$ cat config.mk
export PLATFORM = sky130hd
export DESIGN_NAME = seq_det_ctrl_flat
export DESIGN_NICKNAME = d
export VERILOG_FILES = /design/src/rtl/seq_det_if.sv /design/src/rtl/seq_det_ctrl.sv /design/src/flat_wrapper.sv
export SDC_FILE = /design/constraint.sdc
export NUM_CORES = 1
export LEC_CHECK = 0
export ABC_CLOCK_PERIOD_IN_PS = 1900
export CORE_MARGIN = 8
export CORE_UTILIZATION = 31
export DETAILED_ROUTE_END_ITERATION = 16
export PLACE_DENSITY = 0.6
export RECOVER_POWER = 100
export SKIP_LAST_GASP = 1
export SLEW_MARGIN = 0
export SYNTH_ARGS = -nofsm -noshare
export SYNTH_HDL_FRONTEND = slang
export SYNTH_SLANG_ARGS = --single-unit
export TNS_END_PERCENT = 100
$ cat constraint.sdc
create_clock -name clk -period 1.9 [get_ports clk]
set_input_delay 0.38 -clock clk [delete_from_list [all_inputs] [get_ports clk]]
set_output_delay 0.38 -clock clk [all_outputs]
set_load 0.01 [all_outputs]
$ cat src/rtl/seq_det_if.sv
// Host/stream-side bundle for the programmable serial pattern detector.
// The master drives configuration, control and the bit stream; the slave reports status.
interface seq_det_if #(
    parameter int MAX_LEN = 8,
    parameter int CNT_W   = 8
);
    logic               cfg_wr;
    logic [MAX_LEN-1:0] cfg_pattern;
    logic [3:0]         cfg_len;
    logic               cfg_overlap;
    logic [CNT_W-1:0]   cfg_target;
    logic               start;
    logic               abort;
    logic               in_valid;
    logic               in;
    logic               busy;
    logic               match;
    logic [CNT_W-1:0]   match_cnt;
    logic               done;
    logic               cfg_err;

    modport master (
        output cfg_wr, cfg_pattern, cfg_len, cfg_overlap, cfg_target,
        output start, abort, in_valid, in,
        input  busy, match, match_cnt, done, cfg_err
    );

    modport slave (
        input  cfg_wr, cfg_pattern, cfg_len, cfg_overlap, cfg_target,
        input  start, abort, in_valid, in,
        output busy, match, match_cnt, done, cfg_err
    );
endinterface

$ cat src/rtl/seq_det_ctrl.sv
// Programmable serial pattern detector: loadable pattern/length/overlap/target,
// IDLE/RUN/DONE sequencing, match counting and a done pulse at the target count.
module seq_det_ctrl #(
    parameter int MAX_LEN = 8,
    parameter int CNT_W   = 8
) (
    input  logic     clk,
    input  logic     rst,
    seq_det_if.slave bus
);
    typedef enum logic [1:0] {IDLE, RUN, DONE} state_t;

    localparam logic [3:0]         MAX_LEN4 = 4'(MAX_LEN);
    localparam logic [MAX_LEN-1:0] PAT_RST  = MAX_LEN'(11);

    state_t             state;
    logic [MAX_LEN-1:0] pattern;
    logic [3:0]         len;
    logic               overlap;
    logic [CNT_W-1:0]   target;
    logic [MAX_LEN-1:0] window;
    logic [3:0]         fill;
    logic               match;
    logic               done;
    logic               busy;
    logic [CNT_W-1:0]   match_cnt;
    logic               cfg_err;

    logic [MAX_LEN-1:0] window_nxt;
    logic [3:0]         fill_nxt;
    logic [CNT_W-1:0]   cnt_inc;
    logic               hit;
    logic               cfg_legal;

    function automatic logic [MAX_LEN-1:0] len_mask(input logic [3:0] l);
        logic [MAX_LEN-1:0] m;
        m = '0;
        for (int i = 0; i < MAX_LEN; i++) begin
            if (4'(i) < l) m[i] = 1'b1;
        end
        return m;
    endfunction

    // Next window/fill as if the current bit were accepted; the match is judged on these.
    always_comb begin
        window_nxt = {window[MAX_LEN-2:0], bus.in};
        fill_nxt   = (fill >= len) ? len : 4'(fill + 4'd1);
        cnt_inc    = match_cnt + 1'b1;
        hit        = bus.in_valid && (fill_nxt == len) &&
                     (((window_nxt ^ pattern) & len_mask(len)) == '0);
        cfg_legal  = (bus.cfg_len != 4'd0) && (bus.cfg_len <= MAX_LEN4);
    end

    always_ff @(posedge clk) begin
        if (rst) begin
            state     <= IDLE;
            pattern   <= PAT_RST;
            len       <= 4'd4;
            overlap   <= 1'b1;
            target    <= '0;
            window    <= '0;
            fill      <= '0;
            match     <= 1'b0;
            done      <= 1'b0;
            busy      <= 1'b0;
            match_cnt <= '0;
            cfg_err   <= 1'b0;
        end else begin
            match <= 1'b0;
            done  <= 1'b0;
            case (state)
                IDLE: begin
                    busy <= 1'b0;
                    if (bus.cfg_wr) begin
                        if (cfg_legal) begin
                            pattern <= bus.cfg_pattern;
                            len     <= bus.cfg_len;
                            overlap <= bus.cfg_overlap;
                            target  <= bus.cfg_target;
                            cfg_err <= 1'b0;
                        end else begin
                            cfg_err <= 1'b1;
                        end
                    end
                    if (bus.start && !bus.abort) begin
                        state     <= RUN;
                        busy      <= 1'b1;
                        match_cnt <= '0;
                        window    <= '0;
                        fill      <= '0;
                    end
                end
                RUN: begin
                    if (bus.abort) begin
                        // A match completing on the abort edge is dropped; the count is kept.
                        state <= IDLE;
                        busy  <= 1'b0;
                    end else if (bus.in_valid) begin
                        window <= window_nxt;
                        if (hit) begin
                            match     <= 1'b1;
                            match_cnt <= cnt_inc;
                            fill      <= overlap ? len : 4'd0;
                            if (target != '0 && cnt_inc == target) begin
                                state <= DONE;
                                done  <= 1'b1;
                            end
                        end else begin
                            fill <= fill_nxt;
                        end
                    end
                end
                DONE: begin
                    state <= IDLE;
                    busy  <= 1'b0;
                end
                default: begin
                    state <= IDLE;
                    busy  <= 1'b0;
                end
            endcase
        end
    end

    assign bus.busy      = busy;
    assign bus.match     = match;
    assign bus.match_cnt = match_cnt;
    assign bus.done      = done;
    assign bus.cfg_err   = cfg_err;
endmodule
$ cat src/flat_wrapper.sv
// flat-port wrapper written by rule: the top's interface ports become plain ports
module seq_det_ctrl_flat 
#(
    parameter int MAX_LEN = 8,
    parameter int CNT_W   = 8
)
  (clk, rst, bus_cfg_wr, bus_cfg_pattern, bus_cfg_len, bus_cfg_overlap, bus_cfg_target, bus_start, bus_abort, bus_in_valid, bus_in, bus_busy, bus_match, bus_match_cnt, bus_done, bus_cfg_err);
  seq_det_if #(.MAX_LEN(MAX_LEN), .CNT_W(CNT_W)) bus_i ();
  input  logic clk;
  input  logic rst;
  input wire logic [$bits(bus_i.cfg_wr)-1:0] bus_cfg_wr;
  input wire logic [$bits(bus_i.cfg_pattern)-1:0] bus_cfg_pattern;
  input wire logic [$bits(bus_i.cfg_len)-1:0] bus_cfg_len;
  input wire logic [$bits(bus_i.cfg_overlap)-1:0] bus_cfg_overlap;
  input wire logic [$bits(bus_i.cfg_target)-1:0] bus_cfg_target;
  input wire logic [$bits(bus_i.start)-1:0] bus_start;
  input wire logic [$bits(bus_i.abort)-1:0] bus_abort;
  input wire logic [$bits(bus_i.in_valid)-1:0] bus_in_valid;
  input wire logic [$bits(bus_i.in)-1:0] bus_in;
  output wire logic [$bits(bus_i.busy)-1:0] bus_busy;
  output wire logic [$bits(bus_i.match)-1:0] bus_match;
  output wire logic [$bits(bus_i.match_cnt)-1:0] bus_match_cnt;
  output wire logic [$bits(bus_i.done)-1:0] bus_done;
  output wire logic [$bits(bus_i.cfg_err)-1:0] bus_cfg_err;
  assign bus_i.cfg_wr = bus_cfg_wr;
  assign bus_i.cfg_pattern = bus_cfg_pattern;
  assign bus_i.cfg_len = bus_cfg_len;
  assign bus_i.cfg_overlap = bus_cfg_overlap;
  assign bus_i.cfg_target = bus_cfg_target;
  assign bus_i.start = bus_start;
  assign bus_i.abort = bus_abort;
  assign bus_i.in_valid = bus_in_valid;
  assign bus_i.in = bus_in;
  assign bus_busy = bus_i.busy;
  assign bus_match = bus_i.match;
  assign bus_match_cnt = bus_i.match_cnt;
  assign bus_done = bus_i.done;
  assign bus_cfg_err = bus_i.cfg_err;
  seq_det_ctrl #(.MAX_LEN(MAX_LEN), .CNT_W(CNT_W)) u_core (.clk(clk), .rst(rst), .bus(bus_i));
endmodule
==> out/qor.yml <==
power.clock.fraction: 0.347
nets: 405
reg2reg_slack_ps: -10
ys_seq_elements: 46
design_area_um2: 3680
maxCapViolations: 0
fin_crit_sh: 1.01
insertion_delay_ps: 300
syn_avg_cell_area_um2: 8.77
r2r_start: "u_core.len[0]"
cp.arrival_ps: 2110
power_frac_seq: 0.479
yosysUniqueCellTypes: 49
drv_slew: 0
cts_tree: "built"
synth_area_leaders: "dfxtp_1 38%, mux2i_1 6.6%, xnor2_1 6.5%, nor2_1 4.2%, nand2_1 3.4%"
setup_ws_ps: -12.7
whs_path_depth: 2
status: "finished, violations left"
drive_gt1_frac: 0.298
power.total_mw: 2.14
failed_checks: "setup timing"
path_max_fanout: 3
place_congestion: 0.799
cts_max_path_buffers: 2
synthFlopType: "dfxtp_1"
grt_max_degree: 25
boundaryPins: 40
swShare: 0.257
tightestPinTransition_ps: 725
fmax_ghz: 0.523
root_buffer: "clkbuf_8"
p_int_mw: 1.59
end_kind: "flop"
pwr-share-comb: 0.174
hold_path.class: "reg2reg"
final_common_cell: "buf_4"
row_count: 32
drt_iter0_markers: 88
io_buffer_count: 39
clock_sinks: 46
setup_violations: 1
cts_buffers: 5
dp_hpwl_mm: 4.94
timing.slew.headroom: 0.516
track_usage: 0.117
fp.coreArea_um2: 7650
avgViaCountPerCell: 4.82
p_leak_nw: 1.56
wl_mm: 6.50
synth_edf_count: 0
critPathTopFamily: "compound AO/OA/AOI/OAI gates"
layout.cells.most_common_list: "57 x buf_4, 36 x dfxtp_1, 33 x clkdlybuf4s50_1"
yosysSeqAreaShare: 0.381
startpoint_type: "input port"
fin_worst_skew_ps: 3.33
crit_chain: "clkdlybuf4s50_1, xnor2_1, o221ai_1, a21oi_2, nand2_1, o311a_1, a211o_1"
critPathMaxStageDelay_ps: 490
critPathBufInv: 1
cp-startpoint: "bus_in"
die_h_um: 104
wl_per_cell_um: 13.7
yosysWarningCount: 0
diodes: 0
grt_pass1_vias: 2289
htree_levels: 2
grt_pass1_wl_mm: 10.8
ant_nets: 0
drc: 0
syn_area_um2: 2420
hold_viol_final: 0
die_w_um: 104
ys_async_sr_fraction: 0
syn_to_final_growth_pct: 52.2
slowest_stage: "clkdlybuf4s50_1"
synth_top_area_cell: "dfxtp_1"
start_util: 0.316
syn_inst: 276
cts.clk_slew.worst_paths_ps: 90
power_per_cell_area_nw_per_um2: 582
hold_start: "u_core.bus.busy"
syn_nets: 310
dpl_cell_area_um2: 3390
p_sw_mw: 0.550
cp.required_ps: 2090
grt_setup_unrepaired: "yes"
design.die.area_um2: 10900
ir_drop_v: 0.000277
dr.pass1.iters: 4
criticalPathCategory: "in2reg"
worst-path-stages: 7
via_count: 2287
period_needed_ps: 1910
synth_top_area_frac: 0.381
overflow: 0
ff2ff_path_depth: 9
antenna_found_initial: 0
## layout make-up
type                            count  area (µm²)
Timing Repair Buffer              102         858
Clock inverter                      3        43.8
Clock buffer                        5        68.8
Multi-Input combinational cell    210        1620
Fill cell                         738        3970
Sequential cell                    46         946
Tap cell                          102         128
Inverter                            6        22.5
## registers in the layout (all words and copies together) (netlist names)
name,count
u_core.bus.done,1
u_core.bus.cfg_err,1
u_core.state,2
u_core.window,7
u_core.len,4
u_core.overlap,1
u_core.target,8
u_core.fill,4
u_core.pattern,8
u_core.bus.match_cnt,8
u_core.bus.match,1
u_core.bus.busy,1
## through the flow
stage	setup slack, ps	std cells	hold slack, ps	TNS [ps]	util
after floorplan	-50.1	276	445	-96.5	-
after global placement	-296	463	454	-3860	0.444
after detailed placement	-304	463	468	-3710	0.444
after CTS	-45.2	474	483	-127	0.474
after global routing	-104	474	510	-1240	0.482
final	-12.7	474	475	-12.7	0.482
## routing by layer
layer / share of wire / routed length [µm] / vias to the layer above / track usage
met5: 0 / 0 / - / 0
met1: 0.48 / 3140 / 1072 / 0.147
li1: - / - / 1176 / -
met2: 0.48 / 3110 / 35 / 0.198
met4: 0.0082 / 53 / 0 / 0.0403
met3: 0.030 / 198 / 4 / 0.0198
## path summary, 6_finish.rpt
kind                                        end
worst min register to register  u_core.bus.busy
worst max register to register   u_core.fill[3]
worst min-delay path            u_core.bus.busy
worst max-delay path             u_core.fill[3]
## Yosys cell counts, types with 2 or more instances
cell       number
and3_1          9
nor3_1          9
xnor2_1        18
ha_1            6
nor2b_1         6
inv_1           6
nor2_1         27
o21ai_0         4
nand2b_1        3
nand3_1        15
xor2_1          5
a21oi_1        15
nand2_1        22
a211o_1         8
a31oi_1         4
o211ai_1        3
mux2i_1        16
a211oi_1        3
dfxtp_1        46
o2111ai_1       3
o21ai_1         4
clkbuf_1       12
and2_1          2
nor4_1          3
nand3b_1        3
## power by group through the flow
stage               sequential (mW)  clock (mW)  combinational, mW
finish                         1.03       0.743              0.373
global route                   1.03       0.809              0.408
CTS                            1.03       0.778              0.376
detailed placement             1.05           0              0.360
global placement               1.05           0              0.356
floorplan                      1.04           0              0.191
## timing repair
item                       CTS  global route
pin swaps                   13            12
gates resized for setup     25            14
buffers inserted             3             0
hold buffers                 0             0
setup endpoints to repair   11            15
## logic make-up after synthesis
group,count (synthesis),synth area share
buf+inv,20,0.0331
flops,46,0.381
compound gates,60,0.184
simple gates,104,0.215
fa+ha+maj,6,0.0310
xor+xnor,24,0.0900
mux,16,0.0662
## worst register-to-register path: cells and delay by family, from the launching register on
kind | cells | cell delay (ps)
AOI/OAI and AO/OA | 6 | 1000
buffers and inverters | 3 | 410
DFF | 1 | 400
Power figures use the tool's default switching activity.
==> RTL change (config.mk and constraints unchanged) <==
`MAX_LEN` is set to 8 in 3 places; all go to 4.
--- a/src/rtl/seq_det_if.sv
+++ b/src/rtl/seq_det_if.sv
@@ -3,3 +3,3 @@
 interface seq_det_if #(
-    parameter int MAX_LEN = 8,
+    parameter int MAX_LEN = 4,
     parameter int CNT_W   = 8
--- a/src/rtl/seq_det_ctrl.sv
+++ b/src/rtl/seq_det_ctrl.sv
@@ -3,3 +3,3 @@
 module seq_det_ctrl #(
-    parameter int MAX_LEN = 8,
+    parameter int MAX_LEN = 4,
     parameter int CNT_W   = 8
--- a/src/flat_wrapper.sv
+++ b/src/flat_wrapper.sv
@@ -3,3 +3,3 @@
 #(
-    parameter int MAX_LEN = 8,
+    parameter int MAX_LEN = 4,
     parameter int CNT_W   = 8
Ports: changed (resized bus_cfg_pattern); port bits go from 40 to 36. The function was not compared with the original's and may differ.
==> RTL change against the unedited design <==
The flow still finishes with violations (setup timing); maximum frequency down 2.1%; synthesized cell count down 9.8%; global-route usage up 0.36 points; synthesized area down 12%; routed wire length down 7.6%; largest cell class unchanged; setup slack worse by 41 ps; power down 9.1%; design area down 14%; combinational power down 28%; sequential cell count down 8.
==> RTL change: results (changes against the unedited design) <==
----------------------------------------------------
[Power]
  IR drop worst, VDD ... 468 uV (+69%)
  Leak ... 0.00124 uW (-21%)

[Place]
  Final HPWL from detailed placement ... 4310 microns (-13%)
  Cell Area, Placed ... 0.00285 sq mm (-16%)
  Post-placement cell count ... 393 (-15%)
  Final weighted congestion of routability-driven global placement ... 0.812 (+1.6%)
  # port buffers ... 35 (-10%)

[GRT]
  Pin count of the biggest net entering global routing ... 22 (-12%)
  Antenna violations before repair ... 0 (unchanged)
  Met3 Track Usage GR ... 1.90% (-0.080 points)
  GR met1 Demand/Resource ... 16.7% (+2.0 points)
  Met2 global-route usage ... 18.3% (-1.5 points)
  Total Routing Usage GR ... 12.1% (+0.36 points)
  Number of global-route vias before repair ... 1980 (-13%)
  Global-route wire length before repair ... 9780 microns (-9.8%)

[Layout]
  Fraction of layout cells with a size suffix above 1 ... 27.7% (-2.2 points)
  Largest registers ... u_core.bus.match_cnt (8), u_core.target (8)
  NumNets Final ... 358 (-12%)
  Fillers ... 610 (-17%)

[Detailed routing]
  Final wirelength ... 6010 microns (-7.6%)
  First DRT Iteration DRCs ... 114 (+30%)
  Routed length per instance ... 14.7 microns (+7.1%)
  Number of vias in the routed layout ... 2057 (-10%)

[Critical path]
  Endpoint of the worst-slack reg-to-reg timing path ... u_core.fill[2]
  Worst r2r path cells ... 9 (unchanged)
  Worst-path fanout max ... 4 (+1)
  Startpoint of the worst-slack reg-to-reg timing path ... u_core.fill[1]
  Data arrival time of the critical path ... 2130 ps (+20 ps)

[Timing]
  Setup slack after layout ... -54.2 ps (-41.5 ps)
  Slew of the pin with the lowest slew margin ... 818 ps (+92.4 ps)
  Setup Total Neg Slack ... -196 ps (-184 ps)
  Setup-failing EPs final ... 5 (+4)
  Clock skew ... 6.12 ps (+2.79 ps)

[Synth]
  Top cells by area, synth ... dfxtp_1 (36%), nand2_1 (7.8%), a21oi_1 (4.9%)
  Per-instance average area after synthesis ... 8.55 sq um (-2.5%)
  Number of nets in the synthesized netlist ... 279 (-10%)
  Most common library cells after synthesis ... nand2_1 (44), dfxtp_1 (38), a21oi_1 (21)
  Proportion of synthesized chip area in sequential cells ... 35.7% (-2.3 points)

[Min path]
  Hold worst-path end ... u_core.pattern[2]

[Status]
  Failing checks ... setup timing
  Run status ... complete, but fails checks

----------------------------------------------------
[RTL change: changes by cell type after synthesis, sizes merged, moves of 6 or more]
cell / change
xnor2: -7
nor2: -17
mux2i: -12
nand3: -6
a211o: -8
nand2: +22
clkbuf: -6
a21oi: +6
dfxtp: -8
[RTL change: logic make-up (layout without fill, tap and decap cells)]
logic type,after synthesis,after routing,share of synthesized area [%]
AOI/OAI and AO/OA,59,59,19.8
xor gates and xnor gates,20,20,10.2
adders and majority gates,6,6,3.53
buffers and inverters,16,96,3.59
DFF,38,38,35.7
muxes,4,4,1.88
and+or+nand+nor,106,106,25.3
[RTL change: layer usage]
layer | share of wire, % | routed length, microns
met1 | 50 | 3000
met2 | 46 | 2760
met3 | 2.7 | 163
met4 | 1.4 | 87
met5 | 0 | 0
[RTL change: power breakdown]
part | internal, uW | switching, uW
registers | 816 | 22.4
logic | 151 | 118
clock network | 526 | 315
total | 1490 | 455
[RTL change: worst max-delay path by stage]
stage | from | to | slack (ps)
detailed placement | bus_in | u_core.fill[3] | -360
global route | u_core.fill[0] | u_core.fill[3] | -150
CTS | u_core.fill[0] | u_core.fill[3] | -60
floorplan | u_core.fill[0] | u_core.bus.match_cnt[4] | -40
global placement | bus_in | u_core.fill[3] | -310
finish | u_core.fill[1] | u_core.fill[2] | -50
[RTL change: layout make-up]
class	count	area, sq um	share of cell area, %
Sequential cell	38	774	24.3
Timing Repair Buffer	81	724	22.8
Tap cell	80	100	3.14
Multi-Input combinational cell	195	1420	44.6
Clock buffer	5	68.8	2.16
Inverter	7	26.3	0.825
Clock inverter	3	68.8	2.16
[RTL change: what timing repair did]
item,CTS,global route
cloned,1,0
gates resized for setup,15,23
pin swaps,10,16
buffers inserted,3,4
endpoints found under the hold margin,0,0
endpoints found under the setup margin,15,16
[RTL change: worst max-delay path, stage by stage, from the launching register on]
cell and delay (ps):
dfxtp_2 340, buf_4 140, ha_1 320, a21oi_4 60, o21ai_2 250, buf_6 160
buf_6 90, a211oi_2 30, o21a_1 180, o31a_1 270
[RTL change: metrics by stage]
step | setup slack (ps) | hold WS, ps | power, uW
detailed placement | -364 | 471 | 1100
floorplan | -43.9 | 449 | 975
global placement | -305 | 463 | 1100
finish | -54.2 | 483 | 1950
global route | -151 | 504 | 2030
CTS | -59.2 | 483 | 1950
